[config.mk]
export PLATFORM = sky130hd
export DESIGN_NAME = clause_fifo_reader
export DESIGN_NICKNAME = d
export VERILOG_FILES = /design/src/rtl/sat_fifo_pkg.sv /design/src/rtl/clause_skid_fifo.sv /design/src/rtl/clause_fifo_reader.sv
export SDC_FILE = /design/constraint.sdc
export NUM_CORES = 1
export LEC_CHECK = 0
export CAP_MARGIN = 15
export CORE_MARGIN = 2
export CORE_UTILIZATION = 49
export DETAILED_ROUTE_END_ITERATION = 6
export PLACE_DENSITY = 0.76
export SYNTH_ARGS = -nofsm -noshare
export SYNTH_HDL_FRONTEND = slang
export SYNTH_SLANG_ARGS = --single-unit
[constraint.sdc]
create_clock -name clk -period 2 [get_ports clk]
set_input_delay 0.4 -clock clk [delete_from_list [all_inputs] [get_ports clk]]
set_output_delay 0.4 -clock clk [all_outputs]
set_load 0.05 [all_outputs]
[src/rtl/sat_fifo_pkg.sv]
// Shared definitions for the clause FIFO tree drain side.
package sat_fifo_pkg;

  // Default clause width used by the tree and its reader
  localparam int unsigned ClauseWidthDef = 36;

  // Overflow event counter width (saturating)
  localparam int unsigned OfCntWidth = 8;

  // Reader controller states
  typedef enum logic [1:0] {
    StIdle  = 2'd0,
    StRun   = 2'd1,
    StOfAck = 2'd2,
    StFlush = 2'd3
  } rd_state_e;

endpackage

[src/rtl/clause_skid_fifo.sv]
// Small circular skid buffer with a first-word-fall-through head.
module clause_skid_fifo #(
  parameter int unsigned Depth = 4,
  parameter int unsigned Width = 36
) (
  input  logic                     clk,
  input  logic                     reset,
  input  logic                     clear_i,
  input  logic                     push_i,
  input  logic [Width-1:0]         push_data_i,
  input  logic                     pop_i,
  output logic [Width-1:0]         head_o,
  output logic                     head_valid_o,
  output logic [$clog2(Depth):0]   occupancy_o
);

  localparam int unsigned PtrW = $clog2(Depth);
  localparam logic [PtrW:0] FullCount = (PtrW + 1)'(Depth);

  logic [Width-1:0] mem_q [Depth];
  logic [PtrW-1:0]  wptr_q, rptr_q;
  logic [PtrW:0]    count_q;
  logic             do_pop;
  logic             full;

  assign head_valid_o = (count_q != '0);
  assign full         = (count_q == FullCount);
  assign do_pop       = pop_i & head_valid_o;
  assign occupancy_o  = count_q;
  // Head is forced to zero when empty so the downstream bus idles at 0
  assign head_o       = head_valid_o ? mem_q[rptr_q] : '0;

  // Storage array; contents need no reset since the head is gated by count
  always_ff @(posedge clk) begin
    if (push_i) begin
      mem_q[wptr_q] <= push_data_i;
    end
  end

  // Pointers and occupancy; clear discards everything including a same-cycle push
  always_ff @(posedge clk) begin
    if (reset || clear_i) begin
      wptr_q  <= '0;
      rptr_q  <= '0;
      count_q <= '0;
    end else begin
      if (push_i) wptr_q <= wptr_q + 1'b1;
      if (do_pop) rptr_q <= rptr_q + 1'b1;
      unique case ({push_i, do_pop})
        2'b10:   count_q <= count_q + 1'b1;
        2'b01:   count_q <= count_q - 1'b1;
        default: count_q <= count_q;
      endcase
    end
  end

`ifndef SYNTHESIS
  no_overflow: assert property (@(posedge clk) disable iff (reset || clear_i)
    !(push_i && !do_pop && full))
    else $error("clause_skid_fifo: push into full buffer");
`endif

endmodule

[src/rtl/clause_fifo_reader.sv]
// Drain-side controller: pops the clause tree into a skid buffer, services overflow, flushes.
module clause_fifo_reader
  import sat_fifo_pkg::*;
#(
  parameter int unsigned CLAUSE_WIDTH = ClauseWidthDef,
  parameter int unsigned SKID_DEPTH   = 4,
  parameter int unsigned CNT_WIDTH    = 16
) (
  input  logic                    clk,
  input  logic                    reset,
  input  logic                    en_i,
  input  logic                    flush_i,
  input  logic                    fifo_empty_i,
  input  logic [CLAUSE_WIDTH-1:0] fifo_clause_i,
  input  logic                    fifo_of_i,
  output logic                    fifo_rden_o,
  output logic                    fifo_cof_o,
  output logic [CLAUSE_WIDTH-1:0] clause_o,
  output logic                    clause_valid_o,
  input  logic                    clause_ready_i,
  output logic                    flush_done_o,
  output logic                    of_sticky_o,
  input  logic                    clr_of_i,
  output logic [OfCntWidth-1:0]   of_count_o,
  output logic [CNT_WIDTH-1:0]    clause_count_o
);

  localparam int unsigned OccW = $clog2(SKID_DEPTH) + 1;

  rd_state_e             state_q, state_d;
  logic                  inflight_q;
  logic [OfCntWidth-1:0] of_count_q;
  logic                  of_sticky_q;
  logic [CNT_WIDTH-1:0]  clause_count_q;

  logic [OccW-1:0]       occ;
  logic [OccW:0]         credit_used;
  logic                  credit_ok;
  logic                  skid_push, skid_pop, skid_clear;

  // Occupancy plus the outstanding read must leave room for the returning word
  assign credit_used = {1'b0, occ} + {{OccW{1'b0}}, inflight_q};
  assign credit_ok   = credit_used < (OccW + 1)'(SKID_DEPTH);

  // Read data returning during FLUSH is dropped; clear on FLUSH entry beats any push/pop
  assign skid_push  = inflight_q & (state_q != StFlush);
  assign skid_pop   = clause_valid_o & clause_ready_i;
  assign skid_clear = (state_q != StFlush) & (state_d == StFlush);

  assign of_count_o     = of_count_q;
  assign of_sticky_o    = of_sticky_q;
  assign clause_count_o = clause_count_q;

  clause_skid_fifo #(
    .Depth (SKID_DEPTH),
    .Width (CLAUSE_WIDTH)
  ) u_skid (
    .clk          (clk),
    .reset        (reset),
    .clear_i      (skid_clear),
    .push_i       (skid_push),
    .push_data_i  (fifo_clause_i),
    .pop_i        (skid_pop),
    .head_o       (clause_o),
    .head_valid_o (clause_valid_o),
    .occupancy_o  (occ)
  );

  // Next-state and read/clear/done outputs
  always_comb begin
    state_d      = state_q;
    fifo_rden_o  = 1'b0;
    fifo_cof_o   = 1'b0;
    flush_done_o = 1'b0;
    case (state_q)
      StIdle: begin
        if (flush_i)   state_d = StFlush;
        else if (en_i) state_d = StRun;
      end
      StRun: begin
        fifo_rden_o = ~fifo_empty_i & credit_ok;
        if (flush_i)        state_d = StFlush;
        else if (fifo_of_i) state_d = StOfAck;
        else if (!en_i)     state_d = StIdle;
      end
      StOfAck: begin
        fifo_cof_o  = 1'b1;
        fifo_rden_o = ~fifo_empty_i & credit_ok;
        state_d     = StRun;
      end
      StFlush: begin
        fifo_rden_o = ~fifo_empty_i;
        if (fifo_empty_i && !inflight_q) begin
          flush_done_o = 1'b1;
          state_d      = StIdle;
        end
      end
      default: state_d = StIdle;
    endcase
  end

  // State, in-flight tracking and status counters
  always_ff @(posedge clk) begin
    if (reset) begin
      state_q        <= StIdle;
      inflight_q     <= 1'b0;
      of_count_q     <= '0;
      of_sticky_q    <= 1'b0;
      clause_count_q <= '0;
    end else begin
      state_q    <= state_d;
      inflight_q <= fifo_rden_o;
      if (skid_pop) clause_count_q <= clause_count_q + 1'b1;
      if (clr_of_i) begin
        of_count_q  <= '0;
        of_sticky_q <= 1'b0;
      end else if (state_q == StOfAck) begin
        of_sticky_q <= 1'b1;
        if (of_count_q != '1) of_count_q <= of_count_q + 1'b1;
      end
    end
  end

endmodule

; ---- After elaboration in Yosys (flattened, before gate mapping)
; Memory sizes are Yosys's and may differ from the RTL's. A register that Yosys moved wholly into a read port is not among the register bits.
; Index checks and enable logic that the tools add are counted.
[totals]
register_bits = 35
ram_bits = 144
output_inout_bits = 65
elab_cells = 57
memories = 1
[mem_list]
columns = memory, words, word_bits, read_ports, rd_ports_with_merged_regs, wr, line
row1 = u_skid.mem_q, 4, 36, 1, 1, 1, clause_skid_fifo.sv:20  ; logic [Width-1:0] mem_q [Depth];
[classes]
add_sub_neg = 7
n_lt_le_gt_ge = 1
n_eq_ne = 8
muxes = 17
bitwise = 6
reduce_logical = 9
[op_table]
columns = cell, count
row1 = 2-to-1 mux 36 bit, 1
row2 = "adder 16 x 1 -> 16 bit, second input constant", 1
row3 = 2-to-1 mux 2 bit, 8
row4 = "adder 8 x 1 -> 8 bit, second input constant", 1
row5 = "equality test 2 bit, second input constant", 4
row6 = "!= test 8 bit, second input constant", 1
row7 = one-hot mux 2 bit (4 select lines), 1
row8 = one-hot mux 3 bit (2 select lines), 1
row9 = AND 1 bit, 5
row10 = 2-to-1 mux 1 bit, 5
row11 = "adder 2 x 1 -> 2 bit, second input constant", 2
row12 = adder 3 x 1 -> 4 bit, 1
row13 = "equality test 2 x 1 -> 1 bit, second input constant", 2
row14 = "less-than comparator 4 x 3 -> 1 bit, second input constant", 1
row15 = OR reduction 2 bit, 2
row16 = "adder 3 x 1 -> 3 bit, second input constant", 1
row17 = nonzero test 3 bit, 1
row18 = "subtractor 3 x 1 -> 3 bit, second input constant", 1
row19 = zero test 2 bit, 1
row20 = "!= test 2 bit, second input constant", 1
row21 = one-hot mux 1 bit (2 select lines), 1
row22 = AND reduction 2 bit, 1
row23 = nonzero test 2 bit, 1
row24 = logical AND 1 bit, 1
row25 = other kinds (3), 3

; ---- Logic depth before layout (Yosys ltp)
; Gate-level depths: netlist of run 1.
[logic_depth]
word_depth = 8
mapped_depth = 11

; ---- By module
; From an unflattened synthesis of run 1, not the netlist that was laid out.
[unflattened]
hier_cells = 440
area_unflattened_um2 = 7308.3
[modules_own_cells]
columns = module, n_inst, cells_per_inst, area_per_inst_um2
row1 = clause_skid_fifo, 1, 279, 5919.4
row2 = clause_fifo_reader, 1, 161, 1388.8

; ---- Least setup slack after synthesis of run 1
; Ideal clock, no wire load.
[synth_timing]
path_type = reg-to-output
from = register state_q[0]
to = output port fifo_rden_o
arrival_ps = 2505
t_required_ps = 1600
slack_ps = -905
stages_incl_launch_ff = 6
cell_sequence = dfxtp_1 -> ha_1 -> nor2b_1 -> clkbuf_1 -> and3_1 -> nor4_1
[synth_between]
elab_chain_len = 3
[synth_rtl]
columns = element, line
row1 = start: declaration, clause_fifo_reader.sv:30  ; rd_state_e state_q, state_d;
row2 = start signal: assignment, clause_fifo_reader.sv:105  ; state_q <= StIdle;
row3 = start signal: assignment, clause_fifo_reader.sv:111  ; state_q <= state_d;
row4 = equality test 2 bit or equality test 2 x 1 -> 1 bit (tied branches), clause_fifo_reader.sv:75  ; case (state_q)
row5 = OR reduction 2 bit (no source line), --
row6 = one-hot mux 1 bit (2 select lines) *, clause_fifo_reader.sv:75
row7 = end: declaration, clause_fifo_reader.sv:16  ; output logic fifo_rden_o,
; Mark *: on every way between the ends. The rest lies on a longest branch, timed or not.

==> results of run 1 <==
[registers in the layout (all words and copies together), names as in the netlist, named ones only]
register and flops:
u_skid.mem_q 144, clause_count_o 16, of_count_o 8, u_skid.occupancy_o 3, state_q 2, u_skid.rptr_q 2
u_skid.wptr_q 2, inflight_q 1, of_sticky_o 1
[layer usage]
layer | track usage, % | share of wire [%] | up-vias | routed length (um)
met4 | 7.43 | 1.9 | 0 | 280
li1 | - | - | 1986 | -
met3 | 4.59 | 4.4 | 20 | 671
met1 | 25.6 | 40 | 2172 | 6110
met2 | 33.8 | 53 | 126 | 8030
met5 | 0 | 0 | - | 0
[synthesized netlist by cell type, drive strengths merged]
master	number
edfxtp	144
and2	40
dfxtp	37
mux4	36
nor2	22
inv	17
a21oi	13
clkbuf	12
a211oi	11
ha	11
nand3	10
nand2	9
xnor2	9
o21ai	7
xor2	7
nor2b	6
or3	6
buf	5
nor3	5
nand4	4
and3	3
mux2	3
a311oi	2
a31oi	2
mux2i	2
nand2b	2
nor4	2
a21boi	1
a31o	1
and4	1
fa	1
nor4b	1
o211ai	1
o21bai	1
o221ai	1
o311ai	1
o31ai	1
o32a	1
or2	1
or4	1
[kinds of logic (layout without fill, tap and decap cells)]
family | after synthesis | in the layout | synth area share [%]
flops | 181 | 181 | 69.5
compound gates | 43 | 43 | 4.07
xor+xnor | 16 | 16 | 1.92
simple gates | 113 | 113 | 8.61
fa+ha+maj | 12 | 12 | 2.16
buf+inv | 34 | 198 | 1.82
mux | 41 | 41 | 11.9
[through the flow]
| step | cells | util (%) | worst slack, ns | setup TNS, ns | hold slack, ns |
|---|---|---|---|---|---|
| 2_1_floorplan | 440 | - | -0.0761 | -1.52 | 0.488 |
| 3_3_place_gp | 743 | 62.0 | -0.303 | -2.06 | 0.459 |
| 3_5_place_dp | 743 | 62.0 | -0.366 | -2.72 | 0.487 |
| 4_1_cts | 789 | 69.0 | -0.311 | -10.74 | 0.498 |
| 5_1_grt | 788 | 69.0 | -0.368 | -11.65 | 0.512 |
| 6_report | 788 | 69.0 | -0.309 | -9.06 | 0.493 |
[power by group]
group | total [mW] | switching (mW) | internal (mW) | leakage [nW]
logic | 1.55 | 0.804 | 0.747 | 1.62
registers | 4.18 | 0.0379 | 4.14 | 1.60
clock network | 3.24 | 1.34 | 1.90 | 0.284
total | 8.97 | 2.18 | 6.79 | 3.51
[worst paths after layout]
kind / to / cells past startpoint / slack, ns / from
max: clause_o[21] / 5 / -0.31 / register
min: of_sticky_o / 2 / 0.49 / of_sticky_o
max reg2reg: u_skid.occupancy_o[1] / 8 / 0.03 / u_skid.occupancy_o[1]
min reg2reg: of_sticky_o / 2 / 0.49 / of_sticky_o
[area by class of cell]
type	instances	area (um^2)
tap	184	230
clock buffer	23	500
timing repair buffer	149	1780
inverter	17	68.8
sequential	181	5080
multi-input combinational	225	2280
fill	982	4510
clock inverter	9	90.1
[critical path: stages (launching register included)]
cell	delay (ns)
dfxtp_4	0.38
buf_6	0.14
buf_16	0.13
mux4_2	0.51
and2_4	0.18
buf_8	0.14
[timing repair]
item / 4_1_cts / 5_1_grt
pin swaps: 4 / 6
endpoints found under the setup margin: 61 / 48
hold buffers: 0 / 0
gates cloned: 4 / 0
gates resized for setup: 103 / 12
buffers inserted: 11 / 1
==> impl_metrics.tcl, run 1 <==
set metrics [dict create \
    ys_seq_elements 181 \
    finClkSkew_ns 0.00944 \
    timing.final.hold_violations 0 \
    drtAntennaViolNets 0 \
    yosysSeqAreaShare_pct 69.5 \
    syn_to_final_growth_pct 37.7 \
    numCtsBuffers 17 \
    cts_num_sinks 181 \
    endpoint_kind "output pin" \
    path_max_fanout 5 \
    coreArea_um2 14500 \
    drive_gt1_share_pct 36.6 \
    hold_class "reg -> reg" \
    first_iter_violations 291 \
    postSynthCellCount 440 \
    die_width_um 126 \
    grt_usage_pct 20.1 \
    cp-start-kind "register" \
    rsz0062_at_grt "true" \
    layout_common_cells "edfxtp_1 (144), clkdlybuf4s50_1 (42), mux4_2 (36), and2_4 (36)" \
    n_antenna_cell 0 \
    tritoncts "done" \
    clk_path_buf_depth 2 \
    die_h_um 126 \
    drv_cap 0 \
    setup_violations 37 \
    clk_latency_ns 0.42 \
    ios 109 \
    fmax_mhz 433 \
    gp_congestion 0.789 \
    synthTopCellsByArea "edfxtp_1 (59%), mux4_2 (11%), dfxtp_1 (10%), and2_1 (3.4%), ha_1 (1.9%)" \
    p_leak_nw 3.51 \
    cp.required_ns 1.60 \
    via_per_inst 5.46 \
    antenna_found_initial 0 \
    grt_overflow 0 \
    drv_slew 0 \
    worst_slack_ns -0.309 \
    wirelength_um 15100 \
    slew_headroom_pct 65.6 \
    io_buffers 108 \
    num_vias 4304 \
    firstDrtPassIters 4 \
    drcViolationCount 0 \
    ys_warn_count 0 \
    yosysTopAreaCell "edfxtp_1" \
    tightest_slew_ns 0.518 \
    root_buffer "clkbuf_16" \
    final_common_cell "edfxtp_1" \
    die_area_um2 15900 \
    initial_core_util_pct 50.1 \
    violations "setup timing" \
    htree_num_levels 4 \
    netlist.area_leader.share_pct 59.4 \
    syn_area_um2 7280 \
    path_clk_slew_ns 0.06 \
    place_area_um2 9020 \
    first_global_vias 4531 \
    fin_crit_ns 2.31 \
    power_density_nw_per_um2 895 \
    syn_nets 496 \
    nNetsFinal 647 \
    post-route-period-util_pct 115 \
    crit_arrival_ns 1.91 \
    synth_cell_types 42 \
    post-route-cell-area_um2 10000 \
    grt_max_degree 41 \
    peakVddDrop_mv 0.453 \
    dp_hpwl_um 8990 \
    status "finished with violations" \
    grt_pass1_wl_um 24200 \
    avgSynthCellArea_um2 16.6 \
    totalPowerFinal_mw 8.97 \
    crit_type "reg -> out" \
    wire_per_inst_um 19.2 \
    rows 44 \
]
No activity file was read; power rests on OpenSTA's default activity.
==> run 2: changes to the inputs <==
--- a/config.mk
+++ b/config.mk
@@ -7,9 +7,9 @@
 export LEC_CHECK = 0
 export CAP_MARGIN = 15
 export CORE_MARGIN = 2
-export CORE_UTILIZATION = 49
+export CORE_UTILIZATION = 58
 export DETAILED_ROUTE_END_ITERATION = 6
-export PLACE_DENSITY = 0.76
+export PLACE_DENSITY = 0.86
 export SYNTH_ARGS = -nofsm -noshare
 export SYNTH_HDL_FRONTEND = slang
 export SYNTH_SLANG_ARGS = --single-unit
==> constraint.sdc (replaced) <==
create_clock -name clk -period 2.8 [get_ports clk]
set_input_delay 0.56 -clock clk [delete_from_list [all_inputs] [get_ports clk]]
set_output_delay 0.56 -clock clk [all_outputs]
set_load 0.05 [all_outputs]
==> impl_metrics.tcl, run 2 (synthesis gave the netlist of run 1 again) <==
set metrics [dict create \
    status "finished clean" \
    rsz0062_at_grt "false" \
    hold_class "reg -> reg" \
    firstDrtPassIters 4 \
    regMostFlops "u_skid.mem_q" \
    die_h_um 116 \
    worst_slack_ns 0.114 \
    totalPowerFinal_mw 6.35 \
    clk_latency_ns 0.42 \
    drtAntennaViolNets 0 \
    crit_type "reg -> out" \
    grt_overflow 0 \
    setup_tns_ns 0 \
    sequentialPowerShare_pct 47.0 \
    fin_crit_ns 2.69 \
    via_per_inst 5.76 \
    n_antenna_cell 0 \
    sw_frac_of_total_pct 25.5 \
    finClkSkew_ns 0.0106 \
    grt_pass1_wl_um 23000 \
    cp-start-kind "register" \
    r2r_end "u_skid.occupancy_o[1]" \
    largest_reg_flops 144 \
    drv_slew 0 \
    r2r-start "state_q[0]" \
    drv_cap 0 \
    setup_violations 0 \
    p_int_mw 4.73 \
    rows 40 \
    syn_to_final_growth_pct 32.6 \
    min_from "of_sticky_o" \
    clk_path_buf_depth 2 \
    slew_headroom_pct 47.9 \
    drive_gt1_share_pct 22.9 \
    worstRegToRegCells 8 \
    path_max_fanout 8 \
    place_area_um2 9050 \
    wire_per_inst_um 20.0 \
    comb_power_share_pct 14.9 \
    numCtsBuffers 17 \
    crit_path_start "state_q[0]" \
    coreArea_um2 12100 \
    path_clk_slew_ns 0.06 \
    peakVddDrop_mv 0.400 \
    switching_power_mw 1.62 \
    ctsResizeCount 0 \
    post-route-cell-area_um2 9660 \
    holdBufCountCts 0 \
    crit_arrival_ns 2.13 \
    rrSetupSlack_ns 0.36 \
    first_iter_violations 397 \
    num_vias 4271 \
    hold_depth 2 \
    min_to "of_sticky_o" \
    htree_num_levels 4 \
    io_buffers 108 \
    grt_max_degree 41 \
    initial_core_util_pct 60.1 \
    die_width_um 116 \
    gp_congestion 0.885 \
    clkPwrFrac_pct 38.1 \
    layout_common_cells "edfxtp_1 (144), clkdlybuf4s50_1 (69), buf_12 (44)" \
    dp_hpwl_um 9010 \
    first_global_vias 4473 \
    wirelength_um 14900 \
    fmax_mhz 372 \
    post_cts_buffers 0 \
    grt_usage_pct 23.3 \
    post-place-ws_ns 0.256 \
    power_density_nw_per_um2 657 \
    final_common_cell "edfxtp_1" \
    nNetsFinal 616 \
    timing.final.hold_violations 0 \
    die_area_um2 13500 \
    tightest_slew_ns 0.782 \
    antenna_found_initial 0 \
    root_buffer "clkbuf_16" \
    post-route-period-util_pct 95.9 \
    cp.required_ns 2.24 \
    ios 109 \
    cts_num_sinks 181 \
    p_leak_nw 3.16 \
    drcViolationCount 0 \
    tritoncts "done" \
    endpoint_kind "output pin" \
]
## run 2: cell types whose count changed in the layout (fill, tap and decap cells not counted), sizes merged
| cell | delta |
|---|---|
| dlymetal6s2s | -2 |
| clkinvlp | -1 |
| clkbuf | -6 |
| clkdlybuf4s50 | +27 |
| bufinv | +1 |
| buf | -34 |
| dlygate4sd2 | -22 |
| inv | +6 |
## run 2: worst max-delay path, stage by stage (launching register included)
cell,delay (ns)
dfxtp_1,0.36
inv_1,0.13
ha_1,0.35
clkdlybuf4s50_1,0.87
## run 2: worst max path at each step
| stage | end | slack (ns) |
|---|---|---|
| final | fifo_cof_o | 0.11 |
| after global routing | fifo_cof_o | 0.03 |
| after detailed placement | u_skid.occupancy_o[2] | 0.26 |
| after global placement | u_skid.occupancy_o[2] | 0.37 |
| after floorplan | fifo_rden_o | 0.34 |
| after CTS | fifo_cof_o | 0.12 |
## run 2: layout make-up
type / instances / area, um^2
multi-input cells: 225 / 2100
inverters: 17 / 63.8
repair buffers: 118 / 1610
clock inverters: 15 / 185
flip-flops and latches: 181 / 5070
fillers: 630 / 2450
clock buffers: 17 / 425
well taps: 168 / 210
## run 2: through the flow
stage                     hold WS [ns]  utilization (%)  cells
after CTS                        0.484             79.7    741
after floorplan                  0.508                -    440
final                            0.479             79.7    741
after global routing             0.536             79.7    741
after global placement           0.452             74.7    709
after detailed placement         0.470             74.7    709
## run 2: power groups by stage
| stage | clock network, mW | logic, mW | registers [mW] |
|---|---|---|---|
| after floorplan | 0 | 0.492 | 3.05 |
| after global placement | 0 | 0.910 | 3.04 |
| after detailed placement | 0 | 0.940 | 3.04 |
| after CTS | 2.45 | 0.948 | 2.98 |
| after global routing | 2.56 | 0.994 | 2.99 |
| final | 2.42 | 0.943 | 2.99 |
## run 2: per-layer routing
| layer | vias up | share of wire (%) | routed length [um] | GRT usage (%) |
|---|---|---|---|---|
| li1 | 1934 | - | - | - |
| met1 | 2167 | 39 | 5850 | 29.2 |
| met2 | 148 | 53 | 7930 | 40.4 |
| met3 | 22 | 5.1 | 765 | 4.97 |
| met4 | 0 | 2.1 | 309 | 8.81 |
| met5 | - | 0 | 0 | 0 |
